`config.mk`:
```
export PLATFORM = sky130hd
export DESIGN_NAME = systolic_feeder
export DESIGN_NICKNAME = d
export VERILOG_FILES = /design/src/rtl/pe_pkg.sv /design/src/rtl/skew_delay.sv /design/src/rtl/systolic_feeder.sv
export SDC_FILE = /design/constraint.sdc
export NUM_CORES = 1
export LEC_CHECK = 0
export ABC_CLOCK_PERIOD_IN_PS = 16800
export CAP_MARGIN = 20
export CORE_MARGIN = 2
export CORE_UTILIZATION = 63
export DETAILED_ROUTE_END_ITERATION = 6
export DONT_BUFFER_PORTS = 1
export HOLD_SLACK_MARGIN = 0.15
export PLACE_DENSITY = 0.83
export SYNTH_ARGS = -nofsm -noshare
export SYNTH_HDL_FRONTEND = slang
export SYNTH_SLANG_ARGS = --single-unit
```
`constraint.sdc`:
```
create_clock -name clk -period 16.8 [get_ports clk]
set_clock_uncertainty 0.1 [all_clocks]
set_input_delay 4.2 -clock clk [delete_from_list [all_inputs] [get_ports clk]]
set_output_delay 4.2 -clock clk [all_outputs]
set_load 0.05 [all_outputs]
```
`src/rtl/pe_pkg.sv`:
```
// Shared types for the pe systolic MAC array and its operand feeder.
package pe_pkg;

    localparam int DATA_W = 8;
    localparam int ACC_W  = 32;

    typedef logic signed [DATA_W-1:0] lane_t;

    typedef enum logic [2:0] {
        ST_IDLE,
        ST_LOADED,
        ST_CLEAR,
        ST_STREAM,
        ST_FLUSH
    } feeder_state_t;

endpackage

```
`src/rtl/skew_delay.sv`:
```
// DEPTH-stage shift register of one operand lane; DEPTH=0 degenerates to a wire.
module skew_delay
    import pe_pkg::*;
#(
    parameter int DEPTH = 0
) (
    input  logic  clk,
    input  logic  reset,
    input  lane_t din,
    output lane_t dout
);

    if (DEPTH == 0) begin : g_wire
        logic unused_ctl;
        assign unused_ctl = clk ^ reset;
        assign dout = din;
    end else begin : g_shift
        lane_t stage_p [DEPTH];

        always_ff @(posedge clk) begin
            if (reset) begin
                for (int s = 0; s < DEPTH; s++) stage_p[s] <= '0;
            end else begin
                stage_p[0] <= din;
                for (int s = 1; s < DEPTH; s++) stage_p[s] <= stage_p[s-1];
            end
        end

        assign dout = stage_p[DEPTH-1];
    end

endmodule

```
`src/rtl/systolic_feeder.sv`:
```
// Buffers one operand tile and streams it diagonally skewed into an NxN systolic MAC array.
// Defining FEEDER_PERF_EN adds the perf_tiles / perf_busy_cycles counters.
module systolic_feeder #(
    parameter int N      = 4,
    parameter int K_MAX  = 16,
    parameter int DATA_W = 8
) (
    input  logic                clk,
    input  logic                reset,
    input  logic                ld_valid,
    output logic                ld_ready,
    input  logic [N*DATA_W-1:0] ld_a,
    input  logic [N*DATA_W-1:0] ld_b,
    input  logic                ld_last,
    input  logic                start,
    output logic                busy,
    output logic                pe_clr,
    output logic [N*DATA_W-1:0] a_out,
    output logic [N*DATA_W-1:0] b_out,
    output logic                done
`ifdef FEEDER_PERF_EN
    ,
    output logic [31:0]         perf_tiles,
    output logic [31:0]         perf_busy_cycles
`endif
);

    import pe_pkg::*;

    localparam int CNT_W = $clog2(K_MAX + N + 1);
    localparam int AW    = $clog2(K_MAX);

    feeder_state_t    state, state_nxt;
    logic [CNT_W-1:0] k_cnt, cyc, rd_idx;
    logic [AW-1:0]    rd_addr, wr_addr;
    logic             accept, feed_en;
    logic             ld_ready_d, busy_d, pe_clr_d, done_d;

    lane_t buf_a [K_MAX][N];
    lane_t buf_b [K_MAX][N];
    lane_t src_a_p0 [N];
    lane_t src_b_p0 [N];
    lane_t dly_a [N];
    lane_t dly_b [N];

    assign accept  = ld_valid && (state == ST_IDLE);
    assign wr_addr = k_cnt[AW-1:0];
    assign rd_addr = rd_idx[AW-1:0];
    assign feed_en = ((state == ST_CLEAR) || (state == ST_STREAM)) && (rd_idx < k_cnt);

    always_ff @(posedge clk) begin
        if (reset) state <= ST_IDLE;
        else       state <= state_nxt;
    end

    always_comb begin
        state_nxt = state;
        case (state)
            ST_IDLE:   if (accept && (ld_last || (k_cnt == CNT_W'(K_MAX - 1)))) state_nxt = ST_LOADED;
            ST_LOADED: if (start) state_nxt = ST_CLEAR;
            ST_CLEAR:  state_nxt = ST_STREAM;
            ST_STREAM: if (cyc == k_cnt + CNT_W'(N - 2)) state_nxt = ST_FLUSH;
            ST_FLUSH:  if (cyc == CNT_W'(N - 2)) state_nxt = ST_IDLE;
            default:   state_nxt = ST_IDLE;
        endcase
    end

    // Outputs are decoded from the next state so the registered values line up with it.
    always_comb begin
        ld_ready_d = (state_nxt == ST_IDLE);
        busy_d     = (state_nxt == ST_CLEAR) || (state_nxt == ST_STREAM) || (state_nxt == ST_FLUSH);
        pe_clr_d   = (state_nxt == ST_CLEAR);
        done_d     = (state == ST_FLUSH) && (state_nxt == ST_IDLE);
    end

    always_ff @(posedge clk) begin
        if (reset) begin
            ld_ready <= 1'b1;
            busy     <= 1'b0;
            pe_clr   <= 1'b0;
            done     <= 1'b0;
        end else begin
            ld_ready <= ld_ready_d;
            busy     <= busy_d;
            pe_clr   <= pe_clr_d;
            done     <= done_d;
        end
    end

    // rd_idx runs from 0 in CLEAR so row m enters the delay lines one cycle before stream cycle m.
    always_ff @(posedge clk) begin
        if (reset) begin
            k_cnt  <= '0;
            cyc    <= '0;
            rd_idx <= '0;
        end else begin
            if (accept)      k_cnt <= k_cnt + 1'b1;
            else if (done_d) k_cnt <= '0;

            if (state_nxt != state)                             cyc <= '0;
            else if ((state == ST_STREAM) || (state == ST_FLUSH)) cyc <= cyc + 1'b1;

            if ((state == ST_CLEAR) || (state == ST_STREAM)) rd_idx <= rd_idx + 1'b1;
            else                                            rd_idx <= '0;
        end
    end

    always_ff @(posedge clk) begin
        if (accept) begin
            for (int i = 0; i < N; i++) begin
                buf_a[wr_addr][i] <= ld_a[i*DATA_W +: DATA_W];
                buf_b[wr_addr][i] <= ld_b[i*DATA_W +: DATA_W];
            end
        end
    end

    always_comb begin
        for (int i = 0; i < N; i++) begin
            src_a_p0[i] = feed_en ? buf_a[rd_addr][i] : '0;
            src_b_p0[i] = feed_en ? buf_b[rd_addr][i] : '0;
        end
    end

    for (genvar i = 0; i < N; i++) begin : g_lane
        skew_delay #(.DEPTH(i)) u_skew_a (
            .clk  (clk),
            .reset(reset),
            .din  (src_a_p0[i]),
            .dout (dly_a[i])
        );
        skew_delay #(.DEPTH(i)) u_skew_b (
            .clk  (clk),
            .reset(reset),
            .din  (src_b_p0[i]),
            .dout (dly_b[i])
        );
    end

    // Final output register stage on every lane.
    always_ff @(posedge clk) begin
        if (reset) begin
            a_out <= '0;
            b_out <= '0;
        end else begin
            for (int i = 0; i < N; i++) begin
                a_out[i*DATA_W +: DATA_W] <= dly_a[i];
                b_out[i*DATA_W +: DATA_W] <= dly_b[i];
            end
        end
    end

`ifdef FEEDER_PERF_EN
    always_ff @(posedge clk) begin
        if (reset) begin
            perf_tiles       <= '0;
            perf_busy_cycles <= '0;
        end else begin
            if (done) perf_tiles       <= perf_tiles + 32'd1;
            if (busy) perf_busy_cycles <= perf_busy_cycles + 32'd1;
        end
    end
`endif

endmodule

```
==> metrics.md <==
| Metric | Value |
|---|---|
| Run status | `complete, no violations` |
| Root Buffer | `clkbuf_16` |
| Syn Std Cell Area | `~44000 um^2` |
| Switching share of power | `0.1993` |
| Htree depth | `3` |
| Worst-path fanout max | `64` |
| # setup viols final | `0` |
| Final ANT Viol Nets | `0` |
| WL/cell | `~33 um` |
| Distinct cells, synth | `between 40 and 50` |
| Iteration-0 DRC count of the detailed router | `2964` |
| CTS tree | `done` |
| Endpoint type of the worst setup path | `flop` |
| Area Growth Syn to Fin | `10.89%` |
| Syn avg cell area | `roughly 22 um^2` |
| Synth Area in XOR/XNOR | `0.002931` |
| Main synth FF type | `edfxtp_1` |
| Hold Path Class | `reg -> reg` |
| Die X | `266.9 um` |
| Dpl cells | `2803` |
| GRT overflow | `0` |
| Internal power | `0.004752 W` |
| Die ar. | `just over 70000 um^2` |
| Synth Instances | `around 2000` |
| Final WL | `99850 um` |
| Post-synthesis sequential area ratio | `0.7899` |
| Synth top area share | `0.7062` |
| Slowest stage cell on the critical path | `buf_4` |
| Layout Cells excl Fill | `3019` |
| Minimum clock period | `approximately 6000 ps` |
| Max Transition Viols Final | `0` |
| CP required | `16980 ps` |
| Antenna violations before repair | `2` |
| Io pins | `around 140` |
| Seq pwr share | `0.556` |
| Max transition margin | `0.1968` |
| Complex-gate fraction of the synthesized area | `0.03319` |
| Setup Fix Bufs, Post-CTS | `0` |
| Mux contribution to synthesized area | `0.1327` |
| F_max | `166.6 MHz` |
| Synth Net Count | `~2100` |
| Hold buffers post-CTS | `0` |
| Critical Path Max Stage Delay | `around 900 ps` |
| PostCTS Resize Cnt | `0` |
| Vias per cell | `just under 7` |
| Hpwl dp | `45440 um` |
| Final Hold Fails | `0` |
| Post-synthesis adder-cell area fraction | `0.003736` |
| Crit path kind | `in -> reg` |
| Synth Register Bits | `around 1200` |
| Largest cells by area after synthesis | `edfxtp_1 (71%), mux4_2 (13%), dfxtp_1 (8.4%)` |
| Residual DRC count | `0` |
| First-pass GRT wire length | `143800 um` |
| Worst vdd ir | `0.08852 mV` |
| Largest net degree at the start of global routing | `110` |
| Max-cap violations | `0` |
| Pleak | `roughly 15 nW` |
| Worst Tran Pin Value | `~1200 ps` |
| Worst endpoint data arrival time | `6180 ps` |
| Worst skew pair latency | `just under 700 ps` |
| Flop2flop setup slack | `between 10000 and 15000 ps` |
| Initial Util | `0.6359` |
| Via count | `approximately 21000` |
| Syn. warnings | `0` |
| Nets | `2124` |
| Setup crit start kind | `input pin` |
| Sw Pwr | `around 0.0012 W` |
| RSZ-0062 raised after global routing | `false` |
| Bufs on Longest Clock Path | `3` |
| Ratio of cells with drive above 1 in the final layout | `0.2247` |
| Clock slew at reported path FFs | `around 60 ps` |
| Number of global-route vias before repair | `around 22000` |
| GRT Util Overall | `0.2798` |
| EDFF count, synth | `1024` |
| Comb pwr share | `0.019` |
| Sink Count | `1206` |
| Die outline height | `266.9 um` |
| Synth Area in Simple Gates | `0.02319` |
| TritonCTS Buffers | `111` |
| Ys async rst share | `0` |
| Final period util | `0.3572` |
| Largest family of logic cells by synthesized area | `multiplexers` |
| Core area | `between 60000 and 70000 um^2` |
| Pwr dens | `about 120 nW/um^2` |
| Clock share of power | `0.425` |
| Drt pass-1 iters | `5` |
| Cell row count | `96` |
| Crit-path cells | `nand2b_1 -> nor2_1 -> nand2_1 -> nor3_2 -> buf_4` |
| Post-Route Setup TNS | `0 ps` |
| Port bufs | `0` |
| Yosys top cell by area | `edfxtp_1` |
| RePlAce Congestion | `~0.8` |
==> placed cells by master (no fill, tap or decap), types with 6 or more instances in the layout <==
cell type  netlist  layout
a21oi_1         70      70
a22oi_1        129     129
buf_16           0       6
buf_4           14      29
bufinv_16        0      10
clkbuf_1        40      32
clkbuf_16        0     113
clkbuf_8         0       6
clkinv_1         0      20
clkinv_2         0      16
dfxtp_1        182     180
edfxtp_1      1024    1024
ha_1            13      13
inv_1            7       7
mux4_2         256     256
nand2_1         15      15
nor2_1          30      17
nor2_4           0      13
nor2b_1         99      97
o21ai_0          9       9
xnor2_1          6       6
xor2_1           6       6
==> per-stage QoR <==
stage	cell area [um^2]	worst slack, ps	total power [W]	util	hold WS (ps)
floorplan	43540	7108	0.003445	-	313.8
global placement	44420	9772	0.003463	0.6488	318.7
detailed placement	44460	9696	0.003470	0.6494	320.4
CTS	48070	10330	0.005934	0.7021	330.5
global route	48280	10740	0.006060	0.7051	346.8
finish	48280	10800	0.005934	0.7052	333.2
==> sequential cells by signal, summed over array words and instances, names as in the netlist, 3 cells and up <==
signal                           count
buf_a                              512
buf_b                              512
g_lane.u_skew_a.g_shift.stage_p     48
g_lane.u_skew_b.g_shift.stage_p     48
a_out                               32
b_out                               32
cyc                                  5
k_cnt                                5
rd_idx                               5
state                                3
==> cells in the mapped netlist (6+ instances only) <==
master / instances
buf_2: 39
inv_1: 7
xor2_1: 6
nand2_1: 15
o21ai_0: 9
a21oi_1: 70
mux4_2: 256
edfxtp_1: 1024
clkbuf_1: 40
buf_4: 14
a22oi_1: 129
dfxtp_1: 182
xnor2_1: 6
nor2b_1: 99
nor2_1: 30
buf_6: 12
ha_1: 13
==> worst max-delay path: cells and delay by family <==
kind | cells | cell delay [ps]
buffers and inverters | 1 | 900
and+or+nand+nor | 4 | 1040
==> power groups by stage <==
stage	clock network (W)	registers, W	logic, W
after floorplan	0	0.00336	0.0000885
after global placement	0	0.00336	0.000106
after detailed placement	0	0.00336	0.000110
after CTS	0.00252	0.00330	0.000114
after global routing	0.00264	0.00330	0.000121
final	0.00252	0.00330	0.000115
==> logic make-up (layout without fill, tap and decap cells) <==
kind of cell / after synthesis / after routing
DFF: 1206 / 1206
muxes: 257 / 257
AOI/OAI and AO/OA: 219 / 219
and+or+nand+nor: 175 / 175
buffers and inverters: 115 / 253
adders and majority gates: 13 / 13
xor gates and xnor gates: 13 / 13
other: 0 / 1
==> cell type report <==
type | instances | area, um^2
Inverter | 7 | 26.28
Multi-Input combinational cell | 677 | 8671
Clock inverter | 56 | 583.1
Fill cell | 3667 | 20190
Timing Repair Buffer | 39 | 462.9
Sequential cell | 1206 | 34400
Tap cell | 882 | 1104
Clock buffer | 151 | 3030
Antenna cell | 1 | 2.502
==> layer usage <==
| layer | GRT usage | vias to the layer above | part of all wire |
|---|---|---|---|
| met4 | 0.1256 | 2 | 0.036 |
| met3 | 0.06098 | 218 | 0.099 |
| met1 | 0.3633 | 11010 | 0.35 |
| met5 | 0 | - | 0.00010 |
| li1 | - | 8300 | - |
| met2 | 0.4611 | 1446 | 0.52 |
==> worst paths after layout <==
path | from | end | cells after the start
max | ld_valid | buf_b[0][30]$_DFFE_PP_ | 5
max reg2reg | rd_idx[1]$_SDFF_PP0_ | g_lane[3].u_skew_b.g_shift.stage_p[0][1]$_SDFF_PP0_ | 6
min | g_lane[2].u_skew_a.g_shift.stage_p[1][2]$_SDFF_PP0_ | a_out[18]$_SDFF_PP0_ | 1
min reg2reg | g_lane[2].u_skew_a.g_shift.stage_p[1][2]$_SDFF_PP0_ | a_out[18]$_SDFF_PP0_ | 1
(Power assumes the default switching activity.)
